**config.mk**
```make
export PLATFORM = sky130hd
export DESIGN_NAME = muldiv_ctrl_flat
export DESIGN_NICKNAME = d
export VERILOG_FILES = /design/src/rtl/muldiv_pkg.sv /design/src/rtl/muldiv_if.sv /design/src/rtl/muldiv_step.sv /design/src/rtl/muldiv_ctrl.sv /design/src/flat_wrapper.sv
export SDC_FILE = /design/constraint.sdc
export NUM_CORES = 1
export LEC_CHECK = 0
export ABC_AREA = 1
export CORE_ASPECT_RATIO = 1.2
export CORE_MARGIN = 8
export CORE_UTILIZATION = 28
export CTS_BUF_LIST = sky130_fd_sc_hd__clkbuf_4
export CTS_CLUSTER_DIAMETER = 50
export CTS_CLUSTER_SIZE = 12
export DETAILED_ROUTE_END_ITERATION = 10
export RECOVER_POWER = 100
export REMOVE_ABC_BUFFERS = 1
export SYNTH_ARGS = -nofsm -noshare
export SYNTH_HDL_FRONTEND = slang
export SYNTH_HIERARCHICAL = 1
export SYNTH_SLANG_ARGS = --single-unit
```
**constraint.sdc**
```tcl
create_clock -name clk -period 5.9 [get_ports clk]
set_input_delay 0.59 -clock clk [delete_from_list [all_inputs] [get_ports clk]]
set_output_delay 0.59 -clock clk [all_outputs]
set_load 0.03 [all_outputs]
```
**src/rtl/muldiv_pkg.sv**
```systemverilog
// Shared definitions for the multiply/divide controller.
//   op_e        : operation encodings on the op port
//   state_e     : controller FSM state encodings
//   MULDIV_WIDTH: default operand width
//   cnt_w()     : iteration counter width for a given operand width
package muldiv_pkg;

  localparam int MULDIV_WIDTH = 32;

  typedef enum logic [2:0] {
    OP_MULT  = 3'd0,
    OP_MULTU = 3'd1,
    OP_DIV   = 3'd2,
    OP_DIVU  = 3'd3,
    OP_MADD  = 3'd4,
    OP_MADDU = 3'd5,
    OP_MSUB  = 3'd6,
    OP_MSUBU = 3'd7
  } op_e;

  typedef enum logic [1:0] {
    ST_IDLE = 2'd0,
    ST_ITER = 2'd1,
    ST_FIX  = 2'd2
  } state_e;

  function automatic int cnt_w(int w);
    return (w > 1) ? $clog2(w) : 1;
  endfunction

  localparam int MULDIV_CNT_W = cnt_w(MULDIV_WIDTH);

  // Even op codes are the signed variants.
  function automatic logic op_is_signed(logic [2:0] op);
    return !op[0];
  endfunction

  function automatic logic op_is_div(logic [2:0] op);
    return (op == OP_DIV) || (op == OP_DIVU);
  endfunction

endpackage

```
**src/rtl/muldiv_if.sv**
```systemverilog
// Request/result bundle between the EX stage and the multiply/divide unit.
//   master : EX side (drives start/op/a/b/flush/hi_we/lo_we/wdata)
//   slave  : muldiv_ctrl (drives hi/lo/busy/stall/done/div_by_zero)
interface muldiv_if
  import muldiv_pkg::*;
#(
  parameter int WIDTH = MULDIV_WIDTH
);
  logic             start;
  logic [2:0]       op;
  logic [WIDTH-1:0] a;
  logic [WIDTH-1:0] b;
  logic             flush;
  logic             hi_we;
  logic             lo_we;
  logic [WIDTH-1:0] wdata;
  logic [WIDTH-1:0] hi;
  logic [WIDTH-1:0] lo;
  logic             busy;
  logic             stall;
  logic             done;
  logic             div_by_zero;

  modport master (
    output start, op, a, b, flush, hi_we, lo_we, wdata,
    input  hi, lo, busy, stall, done, div_by_zero
  );

  modport slave (
    input  start, op, a, b, flush, hi_we, lo_we, wdata,
    output hi, lo, busy, stall, done, div_by_zero
  );
endinterface

```
**src/rtl/muldiv_step.sv**
```systemverilog
// One radix-2 iteration of the shared multiply/divide datapath.
//   is_div   : 1 = restoring shift-subtract, 0 = shift-add
//   acc      : multiply {partial product, remaining multiplier bits}
//              divide   {partial remainder, dividend/quotient bits}
//   opnd     : multiplicand magnitude or divisor magnitude
//   acc_next : accumulator after this iteration
module muldiv_step #(
  parameter int WIDTH = 32
) (
  input  logic               is_div,
  input  logic [2*WIDTH-1:0] acc,
  input  logic [WIDTH-1:0]   opnd,
  output logic [2*WIDTH-1:0] acc_next
);
  logic [WIDTH:0] sum;
  logic [WIDTH:0] shifted;
  logic [WIDTH:0] diff;
  logic [WIDTH:0] rem_sel;
  logic           q_bit;
  logic           unused_rem_msb;

  always_comb begin
    sum     = {1'b0, acc[2*WIDTH-1:WIDTH]} + (acc[0] ? {1'b0, opnd} : '0);
    shifted = acc[2*WIDTH-1:WIDTH-1];
    q_bit   = (shifted >= {1'b0, opnd});
    diff    = shifted - {1'b0, opnd};
    // The selected remainder is always below the divisor, so its top bit is zero.
    rem_sel = q_bit ? diff : shifted;
    if (is_div) begin
      acc_next = {rem_sel[WIDTH-1:0], acc[WIDTH-2:0], q_bit};
    end else begin
      acc_next = {sum, acc[WIDTH-1:1]};
    end
  end

  assign unused_rem_msb = rem_sel[WIDTH];

endmodule

```
**src/rtl/muldiv_ctrl.sv**
```systemverilog
// Multi-cycle MULT/MULTU/DIV/DIVU controller owning HI/LO.
//   clk, rst_n : clock, asynchronous active-low reset
//   bus        : muldiv_if.slave (start/op/a/b/flush/hi_we/lo_we/wdata in,
//                hi/lo/busy/stall/done/div_by_zero out)
// Build option: MULDIV_MADD_EN enables MADD/MADDU/MSUB/MSUBU (op 4-7).
//
// state   | meaning
// --------+--------------------------------------------------------------
// ST_IDLE | waiting for start; mthi/mtlo writes honoured
// ST_ITER | one radix-2 iteration per cycle, WIDTH cycles
// ST_FIX  | sign correction (and accumulate), write HI/LO, pulse done
module muldiv_ctrl
  import muldiv_pkg::*;
#(
  parameter int WIDTH = MULDIV_WIDTH
) (
  input  logic     clk,
  input  logic     rst_n,
  muldiv_if.slave  bus
);
  localparam int CW = cnt_w(WIDTH);

  state_e               state_q, state_d;
  logic [CW-1:0]        cnt_q;
  logic [2*WIDTH-1:0]   acc_q, acc_nx;
  logic [WIDTH-1:0]     opnd_q;
  logic                 is_div_q, neg_res_q, neg_rem_q, dbz_q;
  logic [WIDTH-1:0]     hi_q, lo_q;
  logic                 done_q, dbz_out_q;
`ifdef MULDIV_MADD_EN
  logic                 macc_q, sub_q;
`endif

  logic                 op_legal, accept, load, fin, cnt_last;
  logic                 is_div, a_neg, b_neg;
  logic [WIDTH-1:0]     a_mag, b_mag;
  logic [2*WIDTH-1:0]   prod_s;
  logic [WIDTH-1:0]     quo_s, rem_s, res_hi, res_lo;

`ifdef MULDIV_MADD_EN
  assign op_legal = 1'b1;
`else
  assign op_legal = !bus.op[2];
`endif

  assign accept   = bus.start && !bus.flush && op_legal;
  assign is_div   = op_is_div(bus.op);
  assign a_neg    = op_is_signed(bus.op) && bus.a[WIDTH-1];
  assign b_neg    = op_is_signed(bus.op) && bus.b[WIDTH-1];
  assign a_mag    = a_neg ? -bus.a : bus.a;
  assign b_mag    = b_neg ? -bus.b : bus.b;
  assign cnt_last = (cnt_q == CW'(WIDTH - 1));

  muldiv_step #(.WIDTH(WIDTH)) u_step (
    .is_div   (is_div_q),
    .acc      (acc_q),
    .opnd     (opnd_q),
    .acc_next (acc_nx)
  );

  always_ff @(posedge clk or negedge rst_n) begin
    if (!rst_n) state_q <= ST_IDLE;
    else        state_q <= state_d;
  end

  always_comb begin
    state_d = state_q;
    load    = 1'b0;
    fin     = 1'b0;
    case (state_q)
      ST_IDLE: begin
        if (accept) begin
          load    = 1'b1;
          state_d = ST_ITER;
        end
      end
      ST_ITER: begin
        if (bus.flush)     state_d = ST_IDLE;
        else if (cnt_last) state_d = ST_FIX;
      end
      ST_FIX: begin
        state_d = ST_IDLE;
        fin     = !bus.flush;
      end
      default: state_d = ST_IDLE;
    endcase
  end

  // Divide-by-zero needs no special remainder path: with a zero divisor every
  // quotient bit is set and the remainder ends as |a|, which the normal
  // remainder sign rule turns back into the original a.
  always_comb begin
    prod_s = neg_res_q ? -acc_q : acc_q;
    quo_s  = neg_res_q ? -acc_q[WIDTH-1:0] : acc_q[WIDTH-1:0];
    rem_s  = neg_rem_q ? -acc_q[2*WIDTH-1:WIDTH] : acc_q[2*WIDTH-1:WIDTH];
    res_hi = hi_q;
    res_lo = lo_q;
    if (is_div_q) begin
      res_hi = rem_s;
      res_lo = dbz_q ? '1 : quo_s;
    end else begin
`ifdef MULDIV_MADD_EN
      if (macc_q && sub_q)  {res_hi, res_lo} = {hi_q, lo_q} - prod_s;
      else if (macc_q)      {res_hi, res_lo} = {hi_q, lo_q} + prod_s;
      else                  {res_hi, res_lo} = prod_s;
`else
      {res_hi, res_lo} = prod_s;
`endif
    end
  end

  always_ff @(posedge clk or negedge rst_n) begin
    if (!rst_n) begin
      cnt_q     <= '0;
      acc_q     <= '0;
      opnd_q    <= '0;
      is_div_q  <= 1'b0;
      neg_res_q <= 1'b0;
      neg_rem_q <= 1'b0;
      dbz_q     <= 1'b0;
      hi_q      <= '0;
      lo_q      <= '0;
      done_q    <= 1'b0;
      dbz_out_q <= 1'b0;
`ifdef MULDIV_MADD_EN
      macc_q    <= 1'b0;
      sub_q     <= 1'b0;
`endif
    end else begin
      done_q    <= 1'b0;
      dbz_out_q <= 1'b0;
      if (state_q == ST_IDLE) begin
        if (bus.hi_we) hi_q <= bus.wdata;
        if (bus.lo_we) lo_q <= bus.wdata;
      end
      if (load) begin
        cnt_q     <= '0;
        opnd_q    <= is_div ? b_mag : a_mag;
        acc_q     <= {{WIDTH{1'b0}}, (is_div ? a_mag : b_mag)};
        is_div_q  <= is_div;
        neg_res_q <= a_neg ^ b_neg;
        neg_rem_q <= a_neg;
        dbz_q     <= is_div && (bus.b == '0);
`ifdef MULDIV_MADD_EN
        macc_q    <= bus.op[2];
        sub_q     <= bus.op[2] && bus.op[1];
`endif
      end
      if (state_q == ST_ITER) begin
        acc_q <= acc_nx;
        if (!cnt_last) cnt_q <= cnt_q + CW'(1);
      end
      if (fin) begin
        hi_q      <= res_hi;
        lo_q      <= res_lo;
        done_q    <= 1'b1;
        dbz_out_q <= dbz_q;
      end
    end
  end

  assign bus.hi          = hi_q;
  assign bus.lo          = lo_q;
  assign bus.busy        = (state_q != ST_IDLE);
  assign bus.stall       = (state_q != ST_IDLE);
  assign bus.done        = done_q;
  assign bus.div_by_zero = dbz_out_q;

endmodule

```
**src/flat_wrapper.sv**
```systemverilog
// flat-port wrapper written by rule: the top's interface ports become plain ports
module muldiv_ctrl_flat import muldiv_pkg::*;
#(
  parameter int WIDTH = MULDIV_WIDTH
)
  (clk, rst_n, bus_start, bus_op, bus_a, bus_b, bus_flush, bus_hi_we, bus_lo_we, bus_wdata, bus_hi, bus_lo, bus_busy, bus_stall, bus_done, bus_div_by_zero);
  muldiv_if #(.WIDTH(WIDTH)) bus_i ();
  input  logic clk;
  input  logic rst_n;
  input wire logic [$bits(bus_i.start)-1:0] bus_start;
  input wire logic [$bits(bus_i.op)-1:0] bus_op;
  input wire logic [$bits(bus_i.a)-1:0] bus_a;
  input wire logic [$bits(bus_i.b)-1:0] bus_b;
  input wire logic [$bits(bus_i.flush)-1:0] bus_flush;
  input wire logic [$bits(bus_i.hi_we)-1:0] bus_hi_we;
  input wire logic [$bits(bus_i.lo_we)-1:0] bus_lo_we;
  input wire logic [$bits(bus_i.wdata)-1:0] bus_wdata;
  output wire logic [$bits(bus_i.hi)-1:0] bus_hi;
  output wire logic [$bits(bus_i.lo)-1:0] bus_lo;
  output wire logic [$bits(bus_i.busy)-1:0] bus_busy;
  output wire logic [$bits(bus_i.stall)-1:0] bus_stall;
  output wire logic [$bits(bus_i.done)-1:0] bus_done;
  output wire logic [$bits(bus_i.div_by_zero)-1:0] bus_div_by_zero;
  assign bus_i.start = bus_start;
  assign bus_i.op = bus_op;
  assign bus_i.a = bus_a;
  assign bus_i.b = bus_b;
  assign bus_i.flush = bus_flush;
  assign bus_i.hi_we = bus_hi_we;
  assign bus_i.lo_we = bus_lo_we;
  assign bus_i.wdata = bus_wdata;
  assign bus_hi = bus_i.hi;
  assign bus_lo = bus_i.lo;
  assign bus_busy = bus_i.busy;
  assign bus_stall = bus_i.stall;
  assign bus_done = bus_i.done;
  assign bus_div_by_zero = bus_i.div_by_zero;
  muldiv_ctrl #(.WIDTH(WIDTH)) u_core (.clk(clk), .rst_n(rst_n), .bus(bus_i));
endmodule
```
==> metrics.cfg <==
[run_status]
status = complete, but fails checks
violations = max-capacitance violations, max-slew violations

[route]
vias = 20950
first_pass_iters = 6
drt-total-wl_um = 82340
drcViolationCount = 0
drtAntennaViolNets = 0
via_per_inst = 5.196
drtIter0Drc = 2216
wl_per_cell_um = 20.42

[placement]
portBuffers = 172
gp_congestion = 1.015
place_inst = 3998
pre_cts_slack_ns = 2.282
hpwl_um = 66800

[clocking]
cts_tree = built
cts_resized = 0
clk_pin_slew_ns = 0.18
cts_made_buffers = 17
clock_latency_ns = 0.67
clock_sinks = 173
cts_setup_buffers = 0
hold_buffers = 1
clock_path_buffers = 2
h-tree-depth = 4
clockRootBuffer = clkbuf_4

[timing]
finalSetupTns_ns = 0
hold_viol = 0
max-slew-margin-rel_pct = -142.6
timing.final.crit_period_ns = 4.120
rsz0062_at_grt = no
fin_ws_ns = 1.780
worst_pin_slew_ns = 3.639
maxSlewViolCount = 235
fmax_ghz = 0.2427
finalSetupViolCount = 0
fin_crit_sh_pct = 69.83
finalClockSkew_ns = 0.05619

[yosys]
synthSimpleGateAreaFrac_pct = 43.31
synth_compound_area_share_pct = 13.22
synth_seq_area_share_pct = 23.95
synthArstFlopShare_pct = 100.0
ys_types = 54
synth_edf_count = 0
synth_flop_cell = dfrtp_1
yosys.area_share.xor_xnor_pct = 3.295
muxShareOfSynthArea_pct = 0
synth_top_family_by_area = simple AND/OR/NAND/NOR gates
synth-adder-area-share_pct = 5.067
avgSynthCellArea_um2 = 5.872
netlist_area_mm2 = 0.01807
yosysWarnings = 6
syn_inst = 3078
synth_seq_cells = 173

[layout]
syn_to_final_growth_pct = 14.82
final_common_cell = nand2_1
final_cell_mix = nand2_1, inv_1, nand3_1, nor2_1, o21ai_0
final_cells = 4032
final_nets = 3363
layout-drive-gt1-share_pct = 3.689
utilization_pct = 32.33
fill_cells = 7217

[global_route]
grt_pass1_wl_um = 121700
grt_overflow_total = 0
antenna_found_initial = 2
grt_pass1_vias = 19680
grt_use_total_pct = 21.92
grt_max_degree = 113

[critical_path]
cpMostUsedCell = inv_2
crit_chain = nor2_4, nand3_1, inv_2, nand2_1, inv_2, a21oi_1, o21ai_0
critPathMaxStageDelay_ns = 1.20
crit_family = simple AND/OR/NAND/NOR gates
crit_arrival_ns = 4.69
crit_buf_inv = 2
end_kind = register
critPathRequiredTime_ns = 6.47
critPathMaxFanout = 52
setup.worst_path.start_class = register
cp-startpoint = u_core/state_q[0]
slowest_stage = nand3_1
critPathKind = register to register
timing.rr.start = u_core/state_q[0]

[floorplan]
die_area_mm2 = 0.07297
num_rows = 102
initial_core_util_pct = 28.15
core_area_mm2 = 0.06419
ioPinCount = 173
die_y_um = 294.3
die-width_um = 247.9

[job]
maxCapViolCount = 5

[power_and_ir_drop]
p_leak_nw = 10.46
p_per_area_mw_per_mm2 = 443.6
vdd_drop_max_uv = 187.2

[hold_path]
hold_path_class = register to register
holdCritStartpoint = u_core/bus.lo[28]

flip-flops by register name, summed over array words and instances, names as in the netlist:
register,flops
u_core/acc_q,64
u_core/bus.hi,32
u_core/bus.lo,32
u_core/opnd_q,32
u_core/cnt_q,5
u_core/state_q,2
u_core/bus.div_by_zero,1
u_core/bus.done,1
u_core/dbz_q,1
u_core/is_div_q,1
u_core/neg_rem_q,1
u_core/neg_res_q,1
worst register-to-register path, stage by stage (launching register included):
cell	delay [ns]
dfrtp_1	0.44
nor2_4	0.20
nand3_1	1.20
inv_2	0.64
nand2_1	0.40
inv_2	0.85
a21oi_1	0.20
o21ai_0	0.12
through the flow:
step / total power [mW] / hold WS (ns) / area, µm²
final: 9.205 / 0.5019 / 20750
after global routing: 9.881 / 0.5259 / 20750
after CTS: 9.096 / 0.4362 / 20790
after detailed placement: 8.302 / 0.4669 / 20490
after global placement: 8.311 / 0.4685 / 20490
after floorplan: 6.020 / 0.2944 / 17610
where the power goes:
group / switching [mW] / leakage [nW] / internal (mW) / total [mW]
clock: 0.533 / 0.154 / 0.234 / 0.766
combinational: 4.31 / 8.12 / 2.00 / 6.31
sequential: 0.674 / 2.18 / 1.45 / 2.13
cells in the mapped netlist (3+ instances only):
cell type	number	share of area, %
a21o_1	3	0.12
a21oi_1	101	2.8
a22o_1	7	0.34
and2_1	5	0.17
buf_1	5	0.10
buf_2	37	1.0
buf_4	6	0.25
buf_6	5	0.31
clkbuf_1	43	0.89
dfrtp_1	173	24
ha_1	70	4.8
inv_1	397	8.2
inv_2	15	0.31
nand2_1	1099	23
nand2_2	13	0.45
nand3_1	300	8.3
nand3_2	4	0.22
nand3b_1	39	1.6
nand4_1	47	1.6
nor2_1	261	5.4
nor2_2	19	0.66
nor2_4	6	0.37
nor3_1	25	0.69
nor4_1	3	0.10
o2111ai_1	7	0.34
o211ai_1	38	1.6
o21a_1	4	0.17
o21ai_0	199	5.5
o21ai_1	17	0.47
o21ai_2	5	0.24
o21bai_1	17	0.71
o221ai_1	4	0.19
o31ai_1	4	0.17
or2_2	11	0.38
xnor2_1	23	1.1
xor2_1	45	2.2
final cells by class:
type | instances | area (µm²) | area share [%]
Timing Repair Buffer | 185 | 1821 | 8.772
Sequential cell | 173 | 4330 | 20.87
Clock inverter | 14 | 155.1 | 0.7476
Inverter | 413 | 1550 | 7.470
Multi-Input combinational cell | 2396 | 11720 | 56.46
Clock buffer | 18 | 135.1 | 0.6512
Tap cell | 832 | 1041 | 5.016
Antenna cell | 1 | 2.502 | 0.01206
worst paths after layout:
kind	cells after the start	slack [ns]	end
max	7	1.78	u_core/acc_q[13]
min	2	0.50	u_core/bus.lo[28]
max reg2reg	7	1.78	u_core/acc_q[13]
min reg2reg	2	0.50	u_core/bus.lo[28]
max in group asynchronous	2	2.16	u_core/bus.lo[9]
min in group asynchronous	2	1.70	u_core/bus.hi[20]
logic make-up (layout without fill, tap and decap cells):
kind of cell | after synthesis | count (layout)
simple gates | 1838 | 1838
buf+inv | 509 | 630
compound gates | 418 | 418
fa+ha+maj | 72 | 72
other cells | 0 | 1
xor+xnor | 68 | 68
flops | 173 | 173
layer usage:
| metal | part of all wire [%] | global-route usage, % |
|---|---|---|
| met1 | 39 | 26.89 |
| met2 | 49 | 37.75 |
| met3 | 6.5 | 2.266 |
| met4 | 5.4 | 11.01 |
| met5 | 0.016 | 0 |
(Power assumes the default switching activity.)
